`src/rtl/tap_hs_cdc_rx.sv`:
```
// tap_hs_cdc_rx: receive side of a 4-phase req/ack clock-domain crossing.
// The asynchronous request passes through a reset-to-zero flop chain. A
// synchronized request captures the source-held data bus into a single-entry
// buffer, and a registered acknowledge goes back to the source domain. The
// acknowledge falls only after the request drops and the buffer is empty, so
// an unconsumed word can never be overwritten.
module tap_hs_cdc_rx #(
    parameter int WIDTH       = 8,
    parameter int SYNC_STAGES = 2
) (
    input  logic             ck,
    input  logic             rb,
    input  logic             req_async,
    input  logic [WIDTH-1:0] data_async,
    output logic             ack,
    output logic [WIDTH-1:0] dout,
    output logic             dout_vld,
    input  logic             dout_rdy,
    output logic             busy
);

    typedef enum logic [0:0] {
        ST_IDLE   = 1'b0,
        ST_ACK_HI = 1'b1
    } state_t;

    logic [SYNC_STAGES-1:0] sync_r;
    logic                   req_s;
    logic                   consume_s;

    state_t                 state_r;
    state_t                 state_nx_s;
    logic                   ack_r;
    logic                   ack_nx_s;
    logic [WIDTH-1:0]       dout_r;
    logic [WIDTH-1:0]       dout_nx_s;
    logic                   vld_r;
    logic                   vld_nx_s;
    logic                   busy_r;
    logic                   busy_nx_s;

    // Only the last synchronizer stage is used downstream.
    assign req_s     = sync_r[SYNC_STAGES-1];
    assign consume_s = vld_r & dout_rdy;

    // Request synchronizer chain; every stage clears on reset.
    always_ff @(posedge ck or negedge rb) begin
        if (!rb) begin
            sync_r <= '0;
        end else begin
            sync_r <= {sync_r[SYNC_STAGES-2:0], req_async};
        end
    end

    // Next-state logic: capture from IDLE, release ack once req drops and the buffer drains.
    always_comb begin
        state_nx_s = state_r;
        ack_nx_s   = ack_r;
        dout_nx_s  = dout_r;
        vld_nx_s   = vld_r & ~consume_s;
        case (state_r)
            ST_IDLE: begin
                if (req_s) begin
                    dout_nx_s  = data_async;
                    vld_nx_s   = 1'b1;
                    ack_nx_s   = 1'b1;
                    state_nx_s = ST_ACK_HI;
                end else begin
                    ack_nx_s   = 1'b0;
                end
            end
            ST_ACK_HI: begin
                if (!req_s && (!vld_r || consume_s)) begin
                    ack_nx_s   = 1'b0;
                    state_nx_s = ST_IDLE;
                end else begin
                    ack_nx_s   = 1'b1;
                end
            end
            default: begin
                ack_nx_s   = 1'b0;
                vld_nx_s   = 1'b0;
                state_nx_s = ST_IDLE;
            end
        endcase
        busy_nx_s = (state_nx_s != ST_IDLE) | vld_nx_s;
    end

    // State, output buffer and handshake registers.
    always_ff @(posedge ck or negedge rb) begin
        if (!rb) begin
            state_r <= ST_IDLE;
            ack_r   <= 1'b0;
            dout_r  <= '0;
            vld_r   <= 1'b0;
            busy_r  <= 1'b0;
        end else begin
            state_r <= state_nx_s;
            ack_r   <= ack_nx_s;
            dout_r  <= dout_nx_s;
            vld_r   <= vld_nx_s;
            busy_r  <= busy_nx_s;
        end
    end

    assign ack      = ack_r;
    assign dout     = dout_r;
    assign dout_vld = vld_r;
    assign busy     = busy_r;

endmodule

```
`config.mk`:
```
export PLATFORM = sky130hd
export DESIGN_NAME = tap_hs_cdc_rx
export DESIGN_NICKNAME = d
export VERILOG_FILES = /design/src/rtl/tap_hs_cdc_rx.sv
export SDC_FILE = /design/constraint.sdc
export NUM_CORES = 1
export LEC_CHECK = 0
export CORE_UTILIZATION = 38
export CTS_CLUSTER_DIAMETER = 100
export DETAILED_ROUTE_END_ITERATION = 10
export PLACE_DENSITY = 0.75
export RECOVER_POWER = 50
export SETUP_SLACK_MARGIN = 0.5
export SYNTH_ARGS = -nofsm -noshare
export SYNTH_HDL_FRONTEND = slang
export SYNTH_SLANG_ARGS = --single-unit
```
`constraint.sdc`:
```
create_clock -name ck -period 1.75 [get_ports ck]
set_clock_uncertainty 0.2 [all_clocks]
set_input_delay 0.175 -clock ck [delete_from_list [all_inputs] [get_ports ck]]
set_output_delay 0.175 -clock ck [all_outputs]
set_load 0.005 [all_outputs]
```
==> flow_summary_export.csv, run 1 <==
group,metric,value,unit
critical_path,critical_path_class,"flop to flop",
floorplan,num_rows,12,
sta,relSlewSlack,62.95,%
synth,synth_area_per_cell,17.17,sq um
cts,htree_levels,1,
sta,fmax,712.7,MHz
drt,drc,0,
floorplan,dieArea,0.001459,sq mm
final_layout,post-route-util,65.91,%
sta,tns,0,ns
final_layout,design_area,762.0,sq um
drt,wl_per_cell,12.65,microns
drt,vias_per_cell,4.440,
grt,grt_pass1_wl,1.587,mm
synth,ys_ff_latch,13,
grt,antenna_found_initial,0,
floorplan,num_io_pins,23,
drt,drt_iter0_drc,2,
grt,grt_overflow_total,0,
critical_path,slowest_delay,0.38,ns
placement,portBuffers,22,
sta,setup_violations,0,
cts,cts_sinks,13,
critical_path,startpoint_type,"flop",
placement,gp_congestion,0.6338,
final_layout,stdcell_count,75,
sta,finalCritPeriodShare,80.17,%
drt,drt-pass1-iter-count,3,
critical_path,slowest_stage,"dfrtp_1",
cts,cts_inserted_buffers,3,
placement,hpwl,656.5,microns
critical_path,timing.critical_path.from,"ack$_DFF_PN0_",
cts,cts-root-buf,"clkbuf_4",
power,total_power,711.6,uW
placement,place_area,724.4,sq um
synth,synth.yosys.warnings,0,
synth,synth_cell_types,8,
grt,grt_max_degree,14,
floorplan,fp.dieH,38.20,microns
cts,cts_buffer_depth,2,
sta,period_needed,1.403,ns
sta,rsz0062_at_grt,"true",
flow_run,cap_violations,0,
drt,antenna_left,0,
power,vdd_ir_drop_max,0.4740,mV
final_layout,final_common_cell,"dfrtp_1",
run_status,outcome,"finished, final reports clean",
synth,netlist_area,498.0,sq um
final_layout,synthToLayoutAreaGrowth,53.01,%
critical_path,end_kind,"flop",
critical_path,path_max_fanout,8,
drt,vias,333,
floorplan,initial_core_util,43.07,%
power,powerDensity,933.9,mW/mm^2
grt,grt_usage,16.88,%
final_layout,mostFrequentLayoutCells,"dfrtp_1, clkdlybuf4s50_1, mux2_4",
final_layout,drive_above_1_share,47.54,%
floorplan,chipWidth,38.20,microns
synth,syn-num-nets,41,
cts,holdBufCountCts,0,
floorplan,core_area,0.001156,sq mm
critical_path,worstRegToRegCells,4,
sta,slew_violations,0,
cts,clkTransAtPathRegs,0.08,ns
synth,ys_seq_area_share,65.33,%
sta,worst_pin_slew,0.5540,ns
critical_path,critPathRequiredTime,1.71,ns
hold_path,hold_path_class,"primary input to async pin",
sta,hold_violations,0,
critical_path,crit_arrival,1.36,ns
cts,cts_tree,"done",
synth,netlist_instances,29,
critical_path,crit_chain,"clkbuf_1, nor2b_4, buf_12, mux2_4",
final_layout,antennaDiodeCount,0,
placement,dp.cells,64,
grt,grt_pass1_vias,382,
final_layout,nNetsFinal,74,
cts,insertion_delay,0.27,ns
critical_path,r2r-start,"ack$_DFF_PN0_",
drt,routed_wl,949,microns
power,leakagePower,0.0003784,uW
[report_power, final]
group	switching (uW)	leakage [uW]	internal (uW)	total [uW]
clock network	96.1	0.0000177	84.6	181
registers	19.9	0.000152	340	360
logic	53.4	0.000209	117	171
[through the flow]
stage | hold slack (ns) | setup WS (ns)
finish | 0.1219 | 0.3470
global route | 0.1625 | 0.3071
CTS | 0.07022 | 0.3668
detailed placement | 0.1355 | 0.3459
global placement | 0.1345 | 0.3873
floorplan | -0.3206 | 0.4589
[layer usage]
layer	global-route usage, %	part of all wire, %	vias up	wire length (microns)
met5	0	0	-	0
met4	8.036	0	0	0
met3	5.814	7.0	0	66
met2	30.08	54	17	509
met1	17.31	39	157	373
li1	-	-	159	-
[kinds of logic (layout without fill, tap and decap cells)]
group	Yosys count	after routing	share of synthesized area, %
flip-flops	13	13	65.33
buffers and inverters	3	35	3.769
AO/OA/AOI/OAI	2	2	2.010
AND/OR/NAND/NOR	3	3	4.773
multiplexers	8	8	24.12
[Yosys cell counts, drive strengths merged]
master  instances  area share, %
nand2           1           0.75
mux2            8             24
inv             2            1.5
nand2b          1            1.3
o21ai           2            2.0
dfrtp          13             65
nor2b           1            2.8
buf             1            2.3
[worst max-delay path: cells and delay by family (launching register included)]
family	cells	cell delay [ns]
flip-flops	1	0.38
buffers and inverters	2	0.27
multiplexers	1	0.30
AND/OR/NAND/NOR	1	0.14
[state kept, by name (all words and copies together) (netlist names)]
| register | count |
|---|---|
| dout | 8 |
| busy | 1 |
| ack | 1 |
| dout_vld | 1 |
| sync_r | 2 |
[path summary, 6_finish.rpt]
| path | to | slack (ns) |
|---|---|---|
| setup / recovery | dout[0]$_DFFE_PN0P_ | 0.35 |
| hold / removal | dout[6]$_DFFE_PN0P_ | 0.12 |
| setup reg to reg | dout[0]$_DFFE_PN0P_ | 0.35 |
| hold reg to reg | sync_r[1]$_DFF_PN0_ | 0.15 |
| max in group asynchronous | dout[7]$_DFFE_PN0P_ | 0.86 |
| min in group ck | sync_r[1]$_DFF_PN0_ | 0.15 |
[layout make-up]
type,instances,area (sq um)
tap,14,17.52
clock buffer,3,22.52
clock inverter,1,5.005
fill,92,394.1
sequential,13,325.3
timing repair buffer,29,230.2
multi-input combinational,13,153.9
inverter,2,7.507
[repair_timing]
item,4_1_cts,5_1_grt
buffers inserted,6,1
endpoints found under the hold margin,0,0
gates cloned,0,0
resized for setup,30,6
endpoints found under the setup margin,19,15
Note: power is estimated with default switching activity, not from simulation.
==> inputs of run 2 (changes only) <==
--- a/config.mk
+++ b/config.mk
@@ -5,10 +5,10 @@
 export SDC_FILE = /design/constraint.sdc
 export NUM_CORES = 1
 export LEC_CHECK = 0
-export CORE_UTILIZATION = 38
+export CORE_UTILIZATION = 34
 export CTS_CLUSTER_DIAMETER = 100
 export DETAILED_ROUTE_END_ITERATION = 10
-export PLACE_DENSITY = 0.75
+export PLACE_DENSITY = 0.71
 export RECOVER_POWER = 50
 export SETUP_SLACK_MARGIN = 0.5
 export SYNTH_ARGS = -nofsm -noshare
==> constraint.sdc (replaced) <==
create_clock -name ck -period 1.2 [get_ports ck]
set_clock_uncertainty 0.2 [all_clocks]
set_input_delay 0.12 -clock ck [delete_from_list [all_inputs] [get_ports ck]]
set_output_delay 0.12 -clock ck [all_outputs]
set_load 0.005 [all_outputs]
==> run 2 against run 1 <==
The run now ends with negative setup slack left. Sequential power increased by 46%. Global-route usage fell by 2.2 points. Register-to-register slack lost 0.54 ns.
==> flow_summary_export.csv, run 2 (synthesized netlist as in run 1, its figures left out) <==
group,metric,value,unit
cts,insertion_delay,0.27,ns
sta,fin_ws,-0.1888,ns
sta,slew_violations,0,
grt,grt_pass1_wl,1.455,mm
grt,antenna_found_initial,0,
power,powerDensity,1330,mW/mm^2
sta,rsz0062_at_grt,"true",
run_status,violations,"negative setup slack",
sta,holdWs,0.1247,ns
critical_path,crit_arrival,1.34,ns
sta,period_needed,1.389,ns
final_layout,mostFrequentLayoutCells,"dfrtp_1, clkdlybuf4s50_1, buf_2",
grt,grt_pass1_vias,363,
drt,antenna_left,0,
final_layout,final_common_cell,"dfrtp_1",
drt,drt_iter0_drc,2,
floorplan,num_rows,13,
final_layout,drive_above_1_share,53.13,%
cts,cts-root-buf,"clkbuf_4",
critical_path,crit_chain,"buf_6, nor2b_4, buf_12, mux2_4",
hold_path,hold_path_class,"primary input to async pin",
sta,finalCritPeriodShare,115.7,%
cts,clkTransAtPathRegs,0.08,ns
sta,worst_pin_slew,0.6817,ns
floorplan,core_area,0.001334,sq mm
final_layout,largest_reg_flops,8,
final_layout,fill_cells,119,
final_layout,nNetsFinal,77,
final_layout,seq_area,325.3,sq um
cts,htree_levels,1,
placement,hpwl,675.5,microns
critical_path,startpoint_type,"flop",
critical_path,end_kind,"flop",
drt,drc,0,
critical_path,crit_buf_inv,2,
grt,grt_usage,14.69,%
power,leakagePower,0.0003930,uW
critical_path,critPathRequiredTime,1.16,ns
floorplan,chipWidth,40.27,microns
critical_path,critical_path_class,"flop to flop",
floorplan,fp.dieH,40.27,microns
final_layout,multi_input_area,161.4,sq um
sta,hold_violations,0,
cts,cts_sinks,13,
sta,setup_violations,9,
drt,drt-pass1-iter-count,2,
grt,grt_overflow_total,0,
drt,vias_per_cell,4.544,
placement,dp_slack,-0.1099,ns
final_layout,post-route-util,59.94,%
floorplan,initial_core_util,37.34,%
run_status,outcome,"complete, but fails checks",
drt,routed_wl,993,microns
placement,portBuffers,22,
cts,cts_buffer_depth,2,
critical_path,slowest_stage,"dfrtp_1",
critical_path,path_max_fanout,8,
sta,fmax,720.0,MHz
grt,grt_max_degree,14,
floorplan,dieArea,0.001622,sq mm
final_layout,synthToLayoutAreaGrowth,60.55,%
drt,wl_per_cell,12.57,microns
drt,met2_length,525,microns
critical_path,critical_path.top_delay_family,"flip-flops",
critical_path,slowest_delay,0.40,ns
cts,cts_inserted_buffers,3,
power,vdd_ir_drop_max,0.6827,mV
final_layout,antennaDiodeCount,0,
drt,wl_met3,83,microns
drt,top_layer_used,"met3",
floorplan,num_io_pins,23,
sta,relSlewSlack,54.55,%
placement,gp_congestion,0.6511,
flow_run,cap_violations,0,
cts,cts_tree,"done",
sta,tns,-1.519,ns
power,total_power,1064,uW
drt,drt-met1-wl,384,microns
drt,vias,359,
run 2: cell count changes in the layout (fill, tap and decap cells not counted), sizes merged:
cell,previous run,this run
buf,8,19
clkbuf,12,5
clkdlybuf4s50,9,10
clkinv,1,0
dlygate4sd3,2,1
run 2: layer usage:
metal  up-vias  GRT usage [%]
met5         -              0
met4         0          7.500
met3         0          6.667
met2        16          23.79
met1       177          16.08
li1        166              -
run 2: metrics by stage:
step	cells	area, sq um
floorplan	29	498.0
global placement	67	753.2
detailed placement	67	753.2
CTS	78	788.3
global route	79	799.5
finish	79	799.5
run 2: power by group:
group,internal [uW],switching (uW),total [uW]
clock network,128,134,262
registers,496,29.3,525
logic,193,83.5,276
total,817,246,1060
run 2: final cells by class:
type | instances | area share, %
Sequential cell | 13 | 40.69
Multi-Input combinational cell | 13 | 20.19
Timing Repair Buffer | 32 | 32.55
Inverter | 2 | 0.9390
Tap cell | 15 | 2.347
Clock buffer | 4 | 3.286
run 2: path summary, 6_finish.rpt:
| check | startpoint | endpoint | slack (ns) | depth (start not counted) |
|---|---|---|---|---|
| worst max-delay path | ack$_DFF_PN0_ | dout[6]$_DFFE_PN0P_ | -0.19 | 4 |
| min in group ck | sync_r[0]$_DFF_PN0_ | sync_r[1]$_DFF_PN0_ | 0.16 | 0 |
| max in group asynchronous | rb | dout[0]$_DFFE_PN0P_ | 0.24 | 2 |
| worst min-delay path | rb | dout[2]$_DFFE_PN0P_ | 0.12 | 2 |
| worst max register to register | ack$_DFF_PN0_ | dout[6]$_DFFE_PN0P_ | -0.19 | 4 |
| worst min register to register | sync_r[0]$_DFF_PN0_ | sync_r[1]$_DFF_PN0_ | 0.16 | 0 |
run 2: timing repair:
action                                 in CTS  in global routing
resized for setup                          44                  2
endpoints found under the hold margin      13                 13
setup buffers                               7                  1
setup endpoints to repair                  22                 22
